[src/rtl/regfile_pkg.sv]
// Shared register-file constants and types for the 4 x 12-bit register file
// and the blocks that drive its write port.
package regfile_pkg;

    localparam int DATA_W = 12;
    localparam int ADDR_W = 2;
    localparam int NREGS  = 4;

    typedef logic [ADDR_W-1:0] reg_addr_t;
    typedef logic [DATA_W-1:0] reg_data_t;

endpackage

[src/rtl/regfile_write_arbiter_rr.sv]
// Round-robin arbiter: one-hot grant to the first requester at or after ptr,
// with ptr moving just past the winner whenever a grant is taken.
module rr_arbiter #(
    parameter int NREQ = 3
) (
    input  logic            clk,
    input  logic            reset_n,
    input  logic [NREQ-1:0] req,
    input  logic            advance,
    output logic [NREQ-1:0] gnt
);

    localparam int PW = (NREQ > 1) ? $clog2(NREQ) : 1;

    logic [PW-1:0] ptr;
    logic [PW-1:0] ptr_next;
    logic [PW-1:0] idx;
    logic [PW:0]   sum;
    logic          found;

    // Scan ptr, ptr+1, ... wrapping at NREQ; the first asserted request wins.
    always_comb begin
        gnt      = '0;
        ptr_next = ptr;
        found    = 1'b0;
        idx      = '0;
        sum      = '0;
        for (int k = 0; k < NREQ; k++) begin
            sum = {1'b0, ptr} + (PW+1)'(k);
            if (sum >= (PW+1)'(NREQ)) begin
                sum = sum - (PW+1)'(NREQ);
            end
            idx = sum[PW-1:0];
            if (!found && req[idx]) begin
                gnt[idx] = 1'b1;
                found    = 1'b1;
                ptr_next = (idx == PW'(NREQ-1)) ? '0 : idx + PW'(1);
            end
        end
    end

    always_ff @(posedge clk or negedge reset_n) begin
        if (!reset_n) begin
            ptr <= '0;
        end else if (advance && found) begin
            ptr <= ptr_next;
        end
    end

endmodule

[src/rtl/regfile_write_arbiter.sv]
// Shares the register-file write port between NREQ requesters (round-robin),
// registering the winning write. Optional REGWR_CONTENTION_CNT_EN adds a contention counter.
module regfile_write_arbiter
    import regfile_pkg::*;
#(
    parameter int NREQ   = 3,
    parameter int DATA_W = regfile_pkg::DATA_W,
    parameter int ADDR_W = regfile_pkg::ADDR_W
) (
    input  logic                   clk,
    input  logic                   reset_n,
    input  logic                   stall,
    input  logic [NREQ-1:0]        req_valid,
    input  logic [NREQ*ADDR_W-1:0] req_rd,
    input  logic [NREQ*DATA_W-1:0] req_data,
    output logic [NREQ-1:0]        req_ready,
    output logic                   RegWrite,
    output logic [ADDR_W-1:0]      rd,
    output logic [DATA_W-1:0]      WriteData
`ifdef REGWR_CONTENTION_CNT_EN
    ,
    input  logic                   contention_clr,
    output logic [7:0]             contention_cnt
`endif
);

    logic [NREQ-1:0]   arb_req;
    logic [NREQ-1:0]   gnt;
    logic              grant;
    logic [ADDR_W-1:0] sel_rd;
    logic [DATA_W-1:0] sel_data;

    // A stalled pipeline sees no requests, so nothing is granted and ptr holds.
    assign arb_req = stall ? '0 : req_valid;

    rr_arbiter #(
        .NREQ(NREQ)
    ) u_arb (
        .clk     (clk),
        .reset_n (reset_n),
        .req     (arb_req),
        .advance (~stall),
        .gnt     (gnt)
    );

    assign req_ready = reset_n ? gnt : '0;
    assign grant     = |req_ready;

    always_comb begin
        sel_rd   = '0;
        sel_data = '0;
        for (int i = 0; i < NREQ; i++) begin
            if (gnt[i]) begin
                sel_rd   = req_rd[i*ADDR_W +: ADDR_W];
                sel_data = req_data[i*DATA_W +: DATA_W];
            end
        end
    end

    // Address and data hold between writes; only the enable drops.
    always_ff @(posedge clk or negedge reset_n) begin
        if (!reset_n) begin
            RegWrite  <= 1'b0;
            rd        <= '0;
            WriteData <= '0;
        end else if (grant) begin
            RegWrite  <= 1'b1;
            rd        <= sel_rd;
            WriteData <= sel_data;
        end else begin
            RegWrite  <= 1'b0;
        end
    end

`ifdef REGWR_CONTENTION_CNT_EN
    logic multi_valid;

    assign multi_valid = |(req_valid & (req_valid - NREQ'(1)));

    always_ff @(posedge clk or negedge reset_n) begin
        if (!reset_n) begin
            contention_cnt <= '0;
        end else if (contention_clr) begin
            contention_cnt <= '0;
        end else if (!stall && multi_valid && (contention_cnt != 8'hFF)) begin
            contention_cnt <= contention_cnt + 8'd1;
        end
    end
`endif

endmodule

[config.mk]
export PLATFORM = sky130hd
export DESIGN_NAME = regfile_write_arbiter
export DESIGN_NICKNAME = d
export VERILOG_FILES = /design/src/rtl/regfile_pkg.sv /design/src/rtl/regfile_write_arbiter_rr.sv /design/src/rtl/regfile_write_arbiter.sv
export SDC_FILE = /design/constraint.sdc
export NUM_CORES = 1
export LEC_CHECK = 0
export BUFFER_PORTS_ARGS = -buffer_cell sky130_fd_sc_hd__buf_4
export CAP_MARGIN = 30
export CORE_MARGIN = 2
export CORE_UTILIZATION = 43
export DETAILED_ROUTE_END_ITERATION = 8
export PLACE_DENSITY_LB_ADDON = 0.2
export RECOVER_POWER = 100
export SYNTH_ARGS = -nofsm -noshare
export SYNTH_HDL_FRONTEND = slang
export SYNTH_HIERARCHICAL = 1
export SYNTH_SLANG_ARGS = --single-unit
[constraint.sdc]
create_clock -name clk -period 2.49 [get_ports clk]
set_clock_uncertainty 0.15 [all_clocks]
set_input_delay 0.249 -clock clk [delete_from_list [all_inputs] [get_ports clk]]
set_output_delay 0.249 -clock clk [all_outputs]
set_load 0.01 [all_outputs]
# == After elaboration in Yosys (flattened, before gate mapping) ==
# Cells that the tools add are included.
# totals
elab_cells,74
input_bits,48
output_inout_bits,18
reg_bits,17
# op_classes
n_lt_le_gt_ge,9
mux,36
bitwise_logic,3
eq_ne,3
n_addsub,8
reduce_logical,11
# ops
op,count
2-to-1 mux 12 bit,3
2-to-1 mux 2 bit,12
2-to-1 mux 3 bit,5
2-to-1 mux 1 bit,10
less-than comparator 2 x 3 -> 1 bit (second input constant),3
adder 2 x 1 -> 2 bit (second input constant),3
binary-select mux 1 bit (select 2 bit),3
demux 1 bit (select 2 bit),3
== test 2 bit (second input constant),3
greater-or-equal comparator 2 x 1 -> 1 bit (second input constant),3
greater-or-equal comparator 3 x 2 -> 1 bit (second input constant),2
logical AND 1 bit,6
bitwise OR 3 bit,2
subtractor 2 bit (second input constant),3
adder 2 x 1 -> 3 bit (second input constant),1
adder 2 x 2 -> 3 bit (second input constant),1
nonzero test 3 bit,1
OR reduction 3 bit,1
greater-or-equal comparator 2 bit (second input constant),1
zero test 1 bit,2
AND reduction 2 bit,1
NOT 1 bit,1

# == Longest topological paths before layout ==
# Gate-level depths: netlist of the first run.
# logic_depth
word_depth,14
ltp_mapped,13
depth_no_buf,9

# == Hierarchy ==
# The synthesis of the first run kept the hierarchy.
# modules_own_cells
mod,seq_area_each_um2,cells_per_inst,area_per_inst_um2,n_inst
regfile_write_arbiter,375.4,92,1051.0,1
rr_arbiter,50.0,56,465.4,1

# == Least setup slack after synthesis of the first run ==
# Ideal clock, no wire load.
# synth_path
path_type,register to register
startpoint,register u_arb.ptr[1]
endpoint,register WriteData[4]
path_slack_ns,-0.072
path_stages_with_launch,12
required_ns,2.248
path_buffers,2
setup_time_ns,0.092
arrival_ns,2.320
period_less_slack_ns,2.562
path_cell_list,dfrtp_1 > inv_1 > ha_1 > buf_6 > mux2i_4 > mux2_2 > nand3_1 > a31oi_1 > nor2b_4 > buf_12 > a221oi_2 > o31ai_2
# synth_via
elab_chain_cells,14
word_cells_on_any_way,48
classes_between,add/sub (5); order compare (9); mux (24); bitwise (2); reduce/logical (8)
# synth_lines
item,line_no,source
"start, declared",regfile_write_arbiter_rr.sv:15,logic [PW-1:0] ptr;
"start signal, assigned",regfile_write_arbiter_rr.sv:46,ptr <= ptr_next;
adder 2 x 1 -> 3 bit (tied with other cells),regfile_write_arbiter_rr.sv:29,"sum = {1'b0, ptr} + (PW+1)'(k);"
greater-or-equal comparator 3 x 2 -> 1 bit (tied with other cells),regfile_write_arbiter_rr.sv:30,if (sum >= (PW+1)'(NREQ)) begin
2-to-1 mux 2 bit (tied with other cells),regfile_write_arbiter_rr.sv:30,
less-than comparator 2 x 3 -> 1 bit (not written as such) (tied with other cells),regfile_write_arbiter_rr.sv:35,gnt[idx] = 1'b1;
logical AND 1 bit (not written as such) (tied with other cells),regfile_write_arbiter_rr.sv:35,
2-to-1 mux 1 bit (not written as such) (tied with other cells),regfile_write_arbiter_rr.sv:35,
demux 1 bit (select 2 bit) (tied with other cells),-,
bitwise OR 3 bit (no line) or 2-to-1 mux 1 bit (tied branches),-,
2-to-1 mux 3 bit or zero test 1 bit (tied branches),regfile_write_arbiter_rr.sv:34,if (!found && req[idx]) begin
bitwise OR 3 bit (no line) or logical AND 1 bit (tied branches),-,
2-to-1 mux 3 bit *,regfile_write_arbiter_rr.sv:34,
named net gnt[0],regfile_write_arbiter.sv:28,logic [NREQ-1:0] gnt;
2-to-1 mux 12 bit (3 in series),regfile_write_arbiter.sv:53,if (gnt[i]) begin
"end signal, assigned",regfile_write_arbiter.sv:69,WriteData <= sel_data;
"end, declared",regfile_write_arbiter.sv:19,output logic [DATA_W-1:0] WriteData
# The timed path passes the listed nets; every way through them passes the cells marked *. The select of a mux whose other input is x is not followed.
# A chain may end at the register's enable or synchronous reset.

# == Worst setup path after layout of the first run ==
# layout_path
startpoint,register u_arb.ptr[1]
endpoint,register WriteData[3]
# Same word-level chain as after synthesis.

==> flow_summary.yaml, run 1 <==
worst_setup_path:
  regToRegEndpoint: "WriteData[3]"
  criticalPathCategory: "reg2reg"
  critical-path-top-delay-family: "buffers and inverters"
  required_ns: 2.55
  crit_path_end_kind: "flop"
  cpMostUsedCell: "buf_6"
  ff2ff_setup_slack_ns: -0.21
  crit_path_top_delay_cell: "dfrtp_2"
  path_max_fanout: 7
  cp-start-kind: "flop"
  path_cells: "inv_2 > buf_4 > ha_2 > nand3b_1 > o21a_1 > buf_6 > a31oi_4 > buf_6 > buf_12 > o31ai_4 > buf_6 > nand2_1 > o31ai_2"
  rr_startpoint: "u_arb/ptr[1]"
  max_stage_delay_ns: 0.46
  worstRegToRegCells: 13
  arrival_ns: 2.76
  critPathBufInv: 6
floorplanning:
  die_area_sq_um: 4020
  io_pins: 66
  start_util_pct: 45.1
  die_w_microns: 63.4
  fp.coreArea_sq_um: 3360
  num_rows: 21
  die_h_microns: 63.4
cts:
  numCtsBuffers: 3
  cts_sinks: 17
  cts_htree_levels: 1
  path_clk_slew_ns: 0.11
  cts_tree: "done"
  cts_max_path_buffers: 2
  cts-root-buf: "clkbuf_4"
  clk_latency_ns: 0.30
placed_design:
  routabilityCongestion: 0.965
  place_ws_ns: -0.301
  place_inst: 275
  port_buffers: 65
  dpl.hpwl_mm: 3.27
power:
  combPwrFrac_pct: 83.4
  p_sw_mw: 1.58
  p_int_mw: 2.16
  swShare_pct: 42.3
  fin_total_pwr_mw: 3.74
  leakagePower_nw: 1.26
  seqPwrFrac_pct: 12.5
  peakVddDrop_v: 0.000910
  clock_power_share_pct: 4.1
  p_per_area_nw_per_um2: 1360
timing:
  fmax_mhz: 370
  rsz0062_at_grt: "true"
  setup_slack_ns: -0.210
  tns_ns: -2.59
  worstMarginPinSlew_ns: 0.365
  timing.final.crit_period_ns: 2.70
  hold_slack_ns: 0.0980
  hold_violations: 0
  relSlewSlack_pct: 75.7
  setup_viol: 18
  drv_slew: 0
  min_period_over_period_pct: 108
final_layout:
  final_layout_size_suffix_gt1_share_pct: 71.4
  syn2layout_area_growth_pct: 82.2
  multi_input_area_sq_um: 1180
  instances_no_fill: 305
  antennaDiodeCount: 0
  fill_cells: 210
  fin_nets: 312
  regArea_sq_um: 427
yosys:
  synth_top_area_share_pct: 28.1
  ys_seq_area_share_pct: 28.1
  synthFlopType: "dfrtp_1"
  async_reset_ff_share_pct: 100
  postSynthCellCount: 148
  synth_cell_types: 42
  yosys_warnings: 6
  synth_area_leaders: "dfrtp_1 (28%), a221oi_2 (9.9%), o31ai_2 (8.3%), nor2b_1 (7.8%), nand2_1 (4.5%)"
  synth_edf_count: 0
  ys_ff_latch: 17
  synth_commonest_cells: "nor2b_1 (19), nand2_1 (18), dfrtp_1 (17)"
  synth_fp_nets: 200
  synth.most_common_cell: "nor2b_1"
  netlist_area_sq_um: 1520
  yosys.area.top_type: "dfrtp_1"
  synth.avg_cell_area_sq_um: 10.2
outcome:
  violations: "setup timing"
  status: "finished, violations left"
hold_path:
  holdPathEnd: "WriteData[2]"
  hold_depth: 3
  holdCritPathClass: "in2reg"
  worstHoldStart: "req_data[26]"
global_route:
  grt_overflow_total: 0
  antenna_found_initial: 0
  grt_use_total_pct: 24.3
  grt_max_degree: 22
  grt_pass1_wl_mm: 7.82
  grt_pass1_vias: 1677
drt:
  drt-total-wl_mm: 5.38
  drtIter0Drc: 62
  routedWlPerCell_microns: 17.6
  routed_via_density: 5.43
  drt-pass1-iter-count: 4
  drc_errors: 0
  vias: 1656
  ant_nets: 0
run:
  drv_cap: 0
-- cells by family (layout without fill, tap and decap cells) --
logic type | after synthesis | after routing | share of synthesized area (%)
flops | 17 | 17 | 28.1
mux | 5 | 5 | 5.28
fa+ha+maj | 4 | 4 | 3.30
simple gates | 50 | 50 | 18.4
compound gates | 52 | 52 | 34.9
buf+inv | 20 | 131 | 10.1
-- metrics by stage --
| stage | instance area (sq um) | utilization, % |
|---|---|---|
| finish | 2760 | 82.1 |
| global route | 2760 | 82.1 |
| CTS | 2550 | 75.8 |
| detailed placement | 2190 | 65.1 |
| global placement | 2190 | 65.1 |
| floorplan | 1520 | - |
-- worst reg2reg max path, cell delays in order, from the launching register on --
cell      delay, ns
dfrtp_2        0.46
inv_2          0.10
buf_4          0.13
ha_2           0.17
nand3b_1       0.16
o21a_1         0.24
buf_6          0.14
a31oi_4        0.09
buf_6          0.14
buf_12         0.12
o31ai_4        0.32
buf_6          0.21
nand2_1        0.10
o31ai_2        0.08
-- layout by cell type, fill, tap and decap left out, drive strengths merged --
cell and n:
o211a 1, and2b 2, inv 8, a2bb2oi 2, o21ai 4, and2 3, clkbuf 3, a21boi 1
mux2i 4, and4 1, mux2 1, dfrtp 17, a211o 1, a221oi 14, nand3b 2, nor2 2
nand2b 1, o31ai 18, a32oi 1, dlygate4sd3 1, ha 4, a31oi 1, nand3 1, nor2b 20
nand2 18, a21bo 1, clkinv 1, buf 118, o21a 1, a21oi 3, a211oi 1, o221ai 3
-- repair_timing --
item                       CTS  global route
pin swaps                   10            20
gates cloned                 1             1
setup buffers               22             1
resized for setup           33            40
hold buffers                 1             0
hold endpoints to repair    17             0
setup endpoints to repair   18            18
-- how the worst max path moves through the flow --
| stage | cells after the start | end | from | slack (ns) |
|---|---|---|---|---|
| finish | 13 | WriteData[3] | u_arb/ptr[1] | -0.21 |
| floorplan | 11 | WriteData[4] | u_arb/ptr[1] | 0.02 |
| CTS | 9 | req_ready[0] | u_arb/ptr[1] | -0.07 |
| global placement | 9 | WriteData[3] | u_arb/ptr[1] | -0.13 |
| detailed placement | 9 | WriteData[3] | u_arb/ptr[1] | -0.30 |
| global route | 12 | WriteData[3] | u_arb/ptr[1] | -0.29 |
-- registers in the layout (all words and copies together), names as in the netlist --
name	cells
RegWrite	1
WriteData	12
rd	2
u_arb/ptr	2
-- metal layers --
layer / global-route usage [%] / share of wire (%) / vias up
li1: - / - / 772
met2: 44.9 / 53 / 77
met3: 3.57 / 5.5 / 19
met1: 28.1 / 38 / 788
met5: 0 / 0 / -
met4: 9.24 / 3.6 / 0
-- power by group through the flow --
stage               registers, mW  clock network, mW  logic [mW]
global route                0.479              0.171        3.30
global placement            0.445                  0        1.95
floorplan                   0.485                  0        1.38
detailed placement          0.453                  0        2.01
CTS                         0.453              0.156        2.59
finish                      0.468              0.153        3.12
-- area by class of cell --
type | count | area share, %
clock inverters | 1 | 0.181
repair buffers | 119 | 37.5
well taps | 46 | 2.08
clock buffers | 3 | 0.815
flip-flops and latches | 17 | 15.4
inverters | 8 | 1.09
multi-input cells | 111 | 42.8
Note: power is estimated with default switching activity, not from simulation.
==> run 2, diff against run 1 <==
- ABC_AREA: not set -> 1
- CORE_MARGIN: 2 -> not set
- CORE_UTILIZATION: 43 -> 42
==> flow_summary.yaml, run 2 <==
global_route:
  grt_use_total_pct: 24.5
  grt_max_degree: 29
  grt_pass1_wl_mm: 6.62
  antenna_found_initial: 0
  grt_overflow_total: 0
  grt_pass1_vias: 1462
cts:
  clk_latency_ns: 0.28
  cts_tree: "done"
  path_clk_slew_ns: 0.10
  cts_max_path_buffers: 2
  cts_htree_levels: 1
  numCtsBuffers: 3
  cts_sinks: 17
  cts-root-buf: "clkbuf_4"
worst_setup_path:
  cp-start-kind: "flop"
  crit_path_end_kind: "output port"
  required_ns: 2.09
  path_max_fanout: 5
  criticalPathCategory: "reg2out"
  arrival_ns: 2.06
placed_design:
  routabilityCongestion: 0.927
  place_ws_ns: -0.0668
  dpl.hpwl_mm: 2.92
  port_buffers: 65
timing:
  timing.final.crit_period_ns: 2.46
  drv_slew: 0
  worstMarginPinSlew_ns: 0.316
  relSlewSlack_pct: 78.9
  setup_viol: 0
  hold_violations: 0
  setup_slack_ns: 0.0301
  tns_ns: 0
  min_period_over_period_pct: 98.8
  fmax_mhz: 407
  rsz0062_at_grt: "true"
yosys:
  synthAdderAreaFrac_pct: 3.57
  netlist_area_sq_um: 1400
  synth-simple-area-share_pct: 41.7
  ys_seq_area_share_pct: 30.4
  async_reset_ff_share_pct: 100
  synthFlopType: "dfrtp_1"
  yosys_warnings: 6
  synth.avg_cell_area_sq_um: 6.64
  synth_area_leaders: "dfrtp_1 (30%), nand2_1 (16%), nand3_1 (11%), inv_1 (7.8%), nand4_1 (6.3%)"
  ys_ff_latch: 17
  yosys.area.top_type: "dfrtp_1"
  synth_top_area_share_pct: 30.4
  synth_edf_count: 0
  synth-compound-area-share_pct: 11.3
  synthXorXnorAreaFrac_pct: 0
  synth.most_common_cell: "nand2_1"
  postSynthCellCount: 211
  muxShareOfSynthArea_pct: 0
  synth_top_family_by_area: "simple AND/OR/NAND/NOR gates"
  synth_cell_types: 20
  synth_fp_nets: 263
  synth_commonest_cells: "nand2_1 (61), nand3_1 (32), inv_1 (29)"
floorplanning:
  die_area_sq_um: 3570
  fp.coreArea_sq_um: 3100
  io_pins: 66
  start_util_pct: 45.2
  num_rows: 20
  die_h_microns: 59.8
  die_w_microns: 59.8
final_layout:
  antennaDiodeCount: 0
  largest_register_ffs: 12
  multi_input_area_sq_um: 946
  final_layout_size_suffix_gt1_share_pct: 37.3
  regMostFlops: "WriteData"
  fill_cells: 270
  mostFrequentLayoutCell: "buf_4"
  top_regs: "WriteData (12), rd (2), u_arb/ptr (2)"
  fin_nets: 345
  regArea_sq_um: 427
  final_cell_mix: "buf_4 (66), nand2_1 (59), nand3_1 (29)"
  syn2layout_area_growth_pct: 56.9
drt:
  drtIter0Drc: 119
  vias: 1709
  drc_errors: 0
  drt-total-wl_mm: 4.25
  routedWlPerCell_microns: 12.6
  drt-pass1-iter-count: 4
  ant_nets: 0
  routed_via_density: 5.09
power:
  p_per_area_nw_per_um2: 1590
  peakVddDrop_v: 0.000680
  leakagePower_nw: 1.19
  fin_total_pwr_mw: 3.50
hold_path:
  holdCritPathClass: "in2reg"
outcome:
  status: "complete, no violations"
run:
  drv_cap: 0
## run 2: kinds of logic after synthesis
group / count (synthesis)
simple gates: 124
buf+inv: 42
compound gates: 24
flops: 17
fa+ha+maj: 4
## run 2: area by class of cell
| type | instances | share of cell area [%] |
|---|---|---|
| clock buffer | 4 | 1.20 |
| inverter | 31 | 5.75 |
| multi-input combinational | 153 | 43.0 |
| sequential | 17 | 19.4 |
| tap | 44 | 2.50 |
| timing repair buffer | 87 | 28.1 |
## run 2: worst max-delay path, stage by stage, from the launching register on
cell and delay, ns:
dfrtp_1 0.42, buf_4 0.16, ha_4 0.17, nor2_1 0.12
nor2_2 0.06, a21oi_4 0.22, nand3_4 0.16, o221ai_4 0.19
nand2_2 0.11, inv_2 0.07, buf_6 0.09
## run 2: final timing paths
path / depth (start not counted) / slack, ns / endpoint / from
min in group asynchronous: 2 / 0.23 / WriteData[4] / reset_n
worst max-delay path: 10 / 0.03 / req_ready[1] / u_arb/ptr[0]
worst min register to register: 2 / 0.40 / WriteData[11] / WriteData[11]
worst max register to register: 12 / 0.09 / WriteData[9] / u_arb/ptr[0]
max in group asynchronous: 2 / 1.72 / u_arb/ptr[1] / reset_n
worst min-delay path: 5 / 0.11 / WriteData[9] / req_data[33]
## run 2: what timing repair did
item                                    CTS  global route
endpoints found under the setup margin   17            17
hold endpoints to repair                 17             0
setup buffers                             9             6
hold buffers                              1             0
gates resized for setup                  11            28
pin swaps                                 5             7
cloned                                    0             1
## run 2: routing by layer
layer / global-route usage, % / wire length (microns) / up-vias
met4: 8.31 / 34 / 0
met5: 0 / 0 / -
li1: - / - / 858
met2: 36.7 / 2040 / 93
met3: 4.11 / 319 / 2
met1: 35.6 / 1860 / 756
## run 2: per-stage QoR
stage	hold slack (ns)	utilization, %	area (sq um)	instances
3_3_place_gp	-0.00868	62.3	1930	316
6_report	0.110	70.8	2200	336
2_1_floorplan	-0.197	-	1400	211
3_5_place_dp	-0.00924	62.3	1930	316
4_1_cts	0.103	67.9	2110	330
5_1_grt	0.103	70.8	2200	336
## run 2: power breakdown
group          switching, mW  leakage [nW]  internal [mW]
clock                 0.0844        0.0150         0.0622
sequential            0.0781         0.216          0.412
combinational           1.70         0.955           1.16
